--- src/rtl/knight_rider_pkg.sv ---
// Shared constants, direction enum and scan-step helpers for the Knight Rider LED scanner.
package knight_rider_pkg;

    localparam int NUM_LEDS = 8;
    localparam int PWM_BITS = 4;
    localparam int DUTY_W   = PWM_BITS + 1;

    // Duty thresholds: an LED is lit while pwm_cnt is below the threshold (out of 16).
    localparam int DUTY_FULL = 16;
    localparam int DUTY_DIM  = 4;
    localparam int TAIL_FULL = 4;
    localparam int TAIL_DIM  = 1;

    typedef enum logic {
        DIR_UP   = 1'b0,
        DIR_DOWN = 1'b1
    } dir_t;

    typedef logic [$clog2(NUM_LEDS)-1:0] pos_t;

    typedef struct packed {
        pos_t pos;
        dir_t dir;
    } scan_t;

    // Endpoints bounce without repeating, giving a 14-step period.
    function automatic scan_t scan_step(input scan_t s);
        scan_t n;
        n = s;
        if (s.dir == DIR_UP) begin
            if (s.pos == pos_t'(NUM_LEDS - 1)) begin
                n.dir = DIR_DOWN;
                n.pos = s.pos - 1'b1;
            end else begin
                n.pos = s.pos + 1'b1;
            end
        end else begin
            if (s.pos == '0) begin
                n.dir = DIR_UP;
                n.pos = s.pos + 1'b1;
            end else begin
                n.pos = s.pos - 1'b1;
            end
        end
        return n;
    endfunction

    function automatic logic [NUM_LEDS-1:0] led_mask(input pos_t p);
        logic [NUM_LEDS-1:0] m;
        m = '0;
        m[p] = 1'b1;
        return m;
    endfunction

endpackage

--- src/rtl/knight_rider_pwm.sv ---
// Free-running 4-bit PWM counter with head/tail duty compares.
// Tail enable port exists only when KNIGHT_RIDER_TRAIL_EN is defined.
module knight_rider_pwm
    import knight_rider_pkg::*;
(
    input  logic clk,
    input  logic rst,
    input  logic bright,
    output logic head_on
`ifdef KNIGHT_RIDER_TRAIL_EN
    ,
    output logic tail_on
`endif
);

    logic [PWM_BITS-1:0] pwm_cnt;
    logic [DUTY_W-1:0]   cnt_ext;
    logic [DUTY_W-1:0]   head_duty;

    always_ff @(posedge clk or posedge rst) begin
        if (rst) begin
            pwm_cnt <= '0;
        end else begin
            pwm_cnt <= pwm_cnt + 1'b1;
        end
    end

    assign cnt_ext   = {1'b0, pwm_cnt};
    assign head_duty = bright ? DUTY_W'(DUTY_FULL) : DUTY_W'(DUTY_DIM);
    assign head_on   = (cnt_ext < head_duty);

`ifdef KNIGHT_RIDER_TRAIL_EN
    logic [DUTY_W-1:0] tail_duty;

    assign tail_duty = bright ? DUTY_W'(TAIL_FULL) : DUTY_W'(TAIL_DIM);
    assign tail_on   = (cnt_ext < tail_duty);
`endif

endmodule

--- src/rtl/knight_rider_kolos_koblasz.sv ---
// Eight-LED bouncing scanner with selectable sweep rate and PWM brightness.
// Define KNIGHT_RIDER_TRAIL_EN to add a dim trailing LED at the previous position.
module knight_rider_kolos_koblasz
    import knight_rider_pkg::*;
#(
    parameter int FAST_DIV = 1024,
    parameter int SLOW_DIV = 4096
) (
    input  logic [7:0]          io_in,
    output logic [NUM_LEDS-1:0] io_out
);

    localparam int CNT_W = (SLOW_DIV > 2) ? $clog2(SLOW_DIV) : 1;
    localparam logic [CNT_W-1:0] FAST_MAX = CNT_W'(FAST_DIV - 1);
    localparam logic [CNT_W-1:0] SLOW_MAX = CNT_W'(SLOW_DIV - 1);

    logic clk;
    logic rst;
    logic unused_io;

    assign clk       = io_in[0];
    assign rst       = io_in[1];
    assign unused_io = ^io_in[7:4];

    // Stage p0/p1: two-flop synchronizers for the asynchronous control pins.
    logic rate_sync_p0, rate_sync_p1;
    logic bright_sync_p0, bright_sync_p1;

    always_ff @(posedge clk or posedge rst) begin
        if (rst) begin
            rate_sync_p0   <= 1'b0;
            rate_sync_p1   <= 1'b0;
            bright_sync_p0 <= 1'b0;
            bright_sync_p1 <= 1'b0;
        end else begin
            rate_sync_p0   <= io_in[2];
            rate_sync_p1   <= rate_sync_p0;
            bright_sync_p0 <= io_in[3];
            bright_sync_p1 <= bright_sync_p0;
        end
    end

    // The >= compare lets a slow-to-fast switch past the fast limit step at once.
    logic [CNT_W-1:0] step_cnt;
    logic [CNT_W-1:0] step_max;
    logic             step_tick;

    assign step_max  = rate_sync_p1 ? FAST_MAX : SLOW_MAX;
    assign step_tick = (step_cnt >= step_max);

    always_ff @(posedge clk or posedge rst) begin
        if (rst) begin
            step_cnt <= '0;
        end else if (step_tick) begin
            step_cnt <= '0;
        end else begin
            step_cnt <= step_cnt + 1'b1;
        end
    end

    scan_t scan_q;

    always_ff @(posedge clk or posedge rst) begin
        if (rst) begin
            scan_q <= '{pos: '0, dir: DIR_UP};
        end else if (step_tick) begin
            scan_q <= scan_step(scan_q);
        end
    end

    logic head_on;
    logic [NUM_LEDS-1:0] head_mask;
    logic [NUM_LEDS-1:0] led_pattern;

    assign head_mask = head_on ? led_mask(scan_q.pos) : '0;

`ifdef KNIGHT_RIDER_TRAIL_EN
    logic tail_on;
    logic had_step;
    pos_t tail_pos;
    logic [NUM_LEDS-1:0] tail_mask;

    knight_rider_pwm u_pwm (
        .clk     (clk),
        .rst     (rst),
        .bright  (bright_sync_p1),
        .head_on (head_on),
        .tail_on (tail_on)
    );

    // No previous position exists until the scan has moved once.
    always_ff @(posedge clk or posedge rst) begin
        if (rst) begin
            had_step <= 1'b0;
        end else if (step_tick) begin
            had_step <= 1'b1;
        end
    end

    assign tail_pos    = (scan_q.dir == DIR_UP) ? (scan_q.pos - 1'b1) : (scan_q.pos + 1'b1);
    assign tail_mask   = (tail_on && had_step) ? led_mask(tail_pos) : '0;
    assign led_pattern = head_mask | tail_mask;
`else
    knight_rider_pwm u_pwm (
        .clk     (clk),
        .rst     (rst),
        .bright  (bright_sync_p1),
        .head_on (head_on)
    );

    assign led_pattern = head_mask;
`endif

    // Stage p2: registered LED drive.
    always_ff @(posedge clk or posedge rst) begin
        if (rst) begin
            io_out <= '0;
        end else begin
            io_out <= led_pattern;
        end
    end

endmodule

--- config.mk ---
export PLATFORM = sky130hd
export DESIGN_NAME = knight_rider_kolos_koblasz
export DESIGN_NICKNAME = d
export VERILOG_FILES = /design/src/rtl/knight_rider_pkg.sv /design/src/rtl/knight_rider_pwm.sv /design/src/rtl/knight_rider_kolos_koblasz.sv
export SDC_FILE = /design/constraint.sdc
export NUM_CORES = 1
export LEC_CHECK = 0
export CORE_ASPECT_RATIO = 1.1
export CORE_MARGIN = 2
export CORE_UTILIZATION = 50
export CTS_CLUSTER_SIZE = 25
export DETAILED_ROUTE_END_ITERATION = 16
export GPL_TIMING_DRIVEN = 0
export PLACE_DENSITY = 0.79
export SLEW_MARGIN = 30
export SYNTH_ARGS = -nofsm -noshare
export SYNTH_HDL_FRONTEND = slang
export SYNTH_SLANG_ARGS = --single-unit
--- constraint.sdc ---
create_clock -name io_in -period 2.1 [get_ports io_in]
set_input_delay 0.21 -clock io_in [delete_from_list [all_inputs] [get_ports io_in]]
set_output_delay 0.21 -clock io_in [all_outputs]
set_load 0.01 [all_outputs]
==> results of run 1 <==
-- sequential cells by signal (all words and copies together), names as in the netlist --
register,cells
rate_sync_p1,1
u_pwm.pwm_cnt,4
bright_sync_p1,1
scan_q,4
rate_sync_p0,1
io_out,8
step_cnt,12
bright_sync_p0,1
-- worst paths after layout --
path,start,endpoint,slack (ns),depth (start not counted)
min in group asynchronous,io_in[1],step_cnt[4],0.76,3
max in group asynchronous,io_in[1],rate_sync_p1,1.20,3
max reg2reg,step_cnt[0],step_cnt[5],0.30,5
min,io_in[2],rate_sync_p0,-0.32,0
min reg2reg,bright_sync_p0,bright_sync_p1,0.37,0
max,step_cnt[0],step_cnt[5],0.30,5
-- per-stage QoR --
stage	hold WS, ns	utilization (%)	setup WS, ns
floorplan	0.0314	-	0.359
global placement	0.0314	55.8	0.341
detailed placement	0.0314	55.8	0.326
CTS	-0.324	65.7	0.291
global route	-0.347	65.7	0.154
finish	-0.321	65.7	0.298
-- cell usage in the layout, fill, tap and decap left out, drive strengths merged --
cell type | synthesis | layout
clkdlybuf4s50 | 0 | 8
bufinv | 0 | 2
ha | 8 | 8
nor2 | 22 | 22
xnor2 | 9 | 9
clkinv | 0 | 1
inv | 9 | 42
nor2b | 1 | 1
xor2 | 4 | 4
o2bb2ai | 1 | 1
o21ai | 4 | 4
dfrtp | 32 | 32
nand2 | 8 | 8
mux2 | 1 | 1
nor4 | 1 | 1
nand3 | 7 | 7
and3 | 2 | 2
o21bai | 1 | 1
or3 | 1 | 1
clkbuf | 0 | 11
buf | 1 | 1
o41ai | 1 | 1
and4 | 1 | 1
a211oi | 1 | 1
nand4 | 1 | 1
nor3 | 4 | 4
a21oi | 4 | 4
a311oi | 1 | 1
-- kinds of logic (layout without fill, tap and decap cells) --
group | Yosys count | in the layout | share of synthesized area [%]
and+or+nand+nor | 48 | 48 | 16.4
DFF | 32 | 32 | 57.2
AOI/OAI and AO/OA | 13 | 13 | 7.15
xor gates and xnor gates | 13 | 13 | 8.13
buffers and inverters | 10 | 65 | 3.22
adders and majority gates | 8 | 8 | 7.15
muxes | 1 | 1 | 0.804
-- power breakdown --
part,internal (mW),leakage [nW],switching [mW]
Sequential,0.609,0.448,0
Clock,0.577,0.260,0.661
Combinational,0,0.240,0
Total,1.19,0.947,0.661
-- cell type report --
type	count	area share (%)
Inverter	8	1.68
Clock buffer	11	4.40
Tap cell	33	2.30
Multi-Input combinational cell	83	30.9
Clock inverter	37	10.9
Buffer	1	0.628
Timing Repair Buffer	8	4.47
Sequential cell	32	44.7
-- metal layers --
metal / GRT usage [%] / part of all wire (%) / vias up
li1: - / - / 523
met1: 19.2 / 40 / 492
met2: 27.7 / 49 / 29
met3: 20.5 / 6.7 / 15
met4: 27.5 / 4.1 / 0
met5: 0 / 0 / -
==> reports/metrics.yaml, run 1 <==
layout:
  antennaDiodeCount: 0
  seqCellArea_sq_um: 801
  final_area_sq_um: 1790
  instances_no_fill: 213
  fin_nets: 192
  syn_to_final_growth_pct: 28.0
  drive_above_1_share_pct: 11.1
  fillers: 208
  multi_input_area_sq_um: 554
sta:
  setup_violations: 0
  max_freq_mhz: 555
  hold_violations: 2
  rsz0062_at_grt: "false"
  fin_tns_setup_ns: 0
  drv_slew: 0
  relSlewSlack_pct: 61.1
  skew_ns: 0.0112
  hold_ws_ns: -0.321
  period_needed_ns: 1.80
  finalCritPeriodShare_pct: 85.8
  worst_slew_pin_slew_ns: 0.582
yosys:
  synth_warnings: 0
  synth_commonest_cells: "dfrtp_1 (32), nor2_1 (22), inv_1 (9), xnor2_1 (9)"
  ys_types: 26
  ys_ff_latch: 32
  syn_inst: 125
  ys_async_sr_fraction_pct: 100
  syn_avg_cell_area_sq_um: 11.2
  yosysTopAreaCell: "dfrtp_1"
  synth_fp_nets: 141
  netlist.area_leader.share_pct: 57.2
  synthTopCellsByArea: "dfrtp_1 (57%), ha_1 (7.1%), nor2_1 (5.9%), xnor2_1 (5.6%), xor2_1 (2.5%)"
  netlist_area_sq_um: 1400
  seq_area_frac_synth_pct: 57.2
  yosysMostFrequentCell: "dfrtp_1"
  synth_edf_count: 0
  ys.flop_type: "dfrtp_1"
power_and_ir_drop:
  total_power_mw: 1.85
  power_density_nw_per_um2: 1030
  power.leakage_nw: 0.947
  irDropWorstVdd_v: 0.000804
die:
  start_util_pct: 51.3
  coreArea_sq_um: 2730
  pin_count: 16
  placementRows: 20
  die_area_sq_um: 3240
  die_h_microns: 59.5
  die_w_microns: 54.5
critical_path:
  crit_path_top_delay_cell: "o41ai_4"
  cp_data_required_time_ns: 2.34
  start_kind: "flop"
  cpPeakStageDelay_ns: 0.65
  crit_arrival_ns: 2.04
  worstSetupPathType: "reg -> reg"
  cp_num_buf_inv: 1
  critPathCaptureType: "flop"
  cp_max_fo: 10
  path_cells: "ha_1, nand3_1, o41ai_4, buf_6, nor2_1"
  cp_top_family: "compound AO/OA/AOI/OAI gates"
route:
  drt-initial-drc-count: 28
  ant_nets: 0
  drc_errors: 0
  wl_per_cell_microns: 12.2
  first_pass_iters: 5
  totalWireLength_mm: 2.60
  vias: 1059
  viasPerCell: 4.97
grt:
  grt_pass1_vias: 1287
  overflow: 0
  antenna_found_initial: 0
  grt_pass1_wl_mm: 4.63
  grt_start_max_net_pins: 11
  grt_usage_pct: 22.7
hold_path:
  min_path_type: "clk -> reg"
clocking:
  cts_tree: "built"
  post-cts-setup-buffers: 0
  clkTransAtPathRegs_ns: 0.09
  cts_resized: 0
  cts.hold.buffers_added: 0
  insertion_delay_ns: 0.35
place:
  dp_hpwl_mm: 1.59
  routabilityCongestion: 0.815
  dp_cells: 166
  dpl_cell_area_sq_um: 1520
  portBuffers: 8
flow_run:
  cap_violations: 0
status:
  violations: "hold timing"
  status: "complete, but fails checks"
Power figures use the tool's default switching activity.
==> inputs of run 2 (changes only) <==
--- a/config.mk
+++ b/config.mk
@@ -6,7 +6,6 @@
 export NUM_CORES = 1
 export LEC_CHECK = 0
 export CORE_ASPECT_RATIO = 1.1
-export CORE_MARGIN = 2
 export CORE_UTILIZATION = 50
 export CTS_CLUSTER_SIZE = 25
 export DETAILED_ROUTE_END_ITERATION = 16
==> reports/metrics.yaml, run 2 (synthesis gave the netlist of run 1 again) <==
route:
  totalWireLength_mm: 2.79  # was 2.60 mm
  viasPerCell: 5.20  # was 4.97
  drt-initial-drc-count: 26  # was 28
  vias: 1098  # was 1059
  first_pass_iters: 4  # was 5
  ant_nets: 0  # unchanged
  drc_errors: 0  # unchanged
  wl_per_cell_microns: 13.2  # was 12.2 microns
die:
  pin_count: 16  # unchanged
  coreArea_sq_um: 2570  # was 2730 sq um
  placementRows: 19  # was 20
  die_area_sq_um: 3020  # was 3240 sq um
  die_w_microns: 52.5  # was 54.5 microns
  die_h_microns: 57.5  # was 59.5 microns
  start_util_pct: 54.5  # was 51.3%
critical_path:
  cp_max_fo: 10  # unchanged
  worstSetupPathType: "reg -> reg"  # unchanged
  crit_arrival_ns: 2.02  # was 2.04 ns
  cp_top_family: "compound AO/OA/AOI/OAI gates"  # unchanged
  cp_data_required_time_ns: 2.32  # was 2.34 ns
  start_kind: "flop"  # unchanged
  crit_path_top_delay_cell: "o41ai_4"  # unchanged
  path_cells: "ha_1, nand3_1, o41ai_4, buf_6, nor2_1"  # unchanged
  critPathCaptureType: "flop"  # unchanged
  cp_num_buf_inv: 1  # unchanged
  cpPeakStageDelay_ns: 0.64  # was 0.65 ns
layout:
  drive_above_1_share_pct: 12.2  # was 11.1%
  instances_no_fill: 211  # was 213
  largest_register_ffs: 12  # unchanged
  seqCellArea_sq_um: 801  # unchanged
  antennaDiodeCount: 0  # unchanged
  final_common_cell: "inv_1"  # unchanged
  fin_nets: 192  # unchanged
  syn_to_final_growth_pct: 28.4  # was 28.0%
  multi_input_area_sq_um: 554  # unchanged
  fillers: 181  # was 208
  final_cell_mix: "inv_1 (40), dfrtp_1 (32), nor2_1 (22)"  # was inv_1 (41), dfrtp_1 (32), nor2_1 (22)
  final_area_sq_um: 1800  # was 1790 sq um
  regMostFlops: "step_cnt"  # unchanged
  utilization_pct: 70.0  # was 65.7%
  top_regs: "step_cnt: 12 flops, io_out: 8 flops"  # unchanged
power_and_ir_drop:
  power.leakage_nw: 0.945  # was 0.947 nW
  total_power_mw: 1.88  # was 1.85 mW
  power_density_nw_per_um2: 1050  # was 1030 nW/um^2
  irDropWorstVdd_v: 0.000804  # about the same
grt:
  grt_pass1_vias: 1318  # was 1287
  grt_usage_pct: 25.0  # was 22.7%
  grt_most_used_layer: "met4"  # was met2
  antenna_found_initial: 0  # unchanged
  use_met2_pct: 31.1  # was 27.7%
  use_met3_pct: 21.3  # was 20.5%
  grt_pass1_wl_mm: 4.80  # was 4.63 mm
  grt_start_max_net_pins: 12  # was 11
  overflow: 0  # unchanged
  use_met1_pct: 20.2  # was 19.2%
sta:
  drv_slew: 0  # unchanged
  relSlewSlack_pct: 61.6  # was 61.1%
  period_needed_ns: 1.80  # about the same
  setup_violations: 0  # unchanged
  max_freq_mhz: 556  # was 555 MHz
  rsz0062_at_grt: "false"  # unchanged
  worst_slew_pin_slew_ns: 0.574  # was 0.582 ns
  fin_ws_ns: 0.300  # was 0.298 ns
  hold_violations: 2  # unchanged
  finalCritPeriodShare_pct: 85.7  # was 85.8%
  fin_tns_setup_ns: 0  # unchanged
  skew_ns: 0.00345  # was 0.0112 ns
  hold_ws_ns: -0.314  # was -0.321 ns
place:
  dpl_cell_area_sq_um: 1520  # about the same
  dp_cells: 164  # was 166
  dp_hpwl_mm: 1.59  # about the same
  dp_slack_ns: 0.326  # about the same
  routabilityCongestion: 0.748  # was 0.815
  portBuffers: 8  # unchanged
hold_path:
  min_path_type: "clk -> reg"  # unchanged
clocking:
  cts_resized: 0  # unchanged
  insertion_delay_ns: 0.33  # was 0.35 ns
  clkTransAtPathRegs_ns: 0.10  # was 0.09 ns
  post-cts-setup-buffers: 0  # unchanged
  cts_tree: "built"  # unchanged
  cts.hold.buffers_added: 0  # unchanged
status:
  violations: "hold timing"  # unchanged
  status: "complete, but fails checks"  # unchanged
flow_run:
  cap_violations: 0  # unchanged
-- run 2: changes by cell type in the layout (fill, tap and decap cells not counted), sizes merged --
cell and change:
inv -1, clkinvlp +1, clkinv +1, clkbuf -1
-- run 2: cell type report --
class | instances | share of cell area [%]
clock buffers | 10 | 4.18
clock inverters | 38 | 11.6
inverters | 8 | 1.67
flip-flops and latches | 32 | 44.5
repair buffers | 8 | 4.45
multi-input cells | 83 | 30.8
well taps | 31 | 2.16
plain buffers | 1 | 0.626
-- run 2: path summary, 6_finish.rpt --
check | slack (ns) | from | depth (start not counted) | to
hold reg to reg | 0.36 | rate_sync_p0 | 0 | rate_sync_p1
setup reg to reg | 0.30 | step_cnt[0] | 5 | step_cnt[9]
max in group asynchronous | 1.19 | io_in[1] | 3 | bright_sync_p0
hold / removal | -0.31 | io_in[2] | 0 | rate_sync_p0
min in group asynchronous | 0.78 | io_in[1] | 3 | io_out[3]
setup / recovery | 0.30 | step_cnt[0] | 5 | step_cnt[9]
-- run 2: routing by layer --
layer,vias up,wire length [microns]
li1,524,-
met1,527,1060
met3,16,183
met2,31,1400
met5,-,0
met4,0,140
-- run 2: where the power goes --
group          internal, mW   total (mW)  leakage [nW]  switching (mW)
clock                 0.581         1.27         0.257           0.692
combinational             0  0.000000240         0.240               0
sequential            0.609        0.609         0.448               0
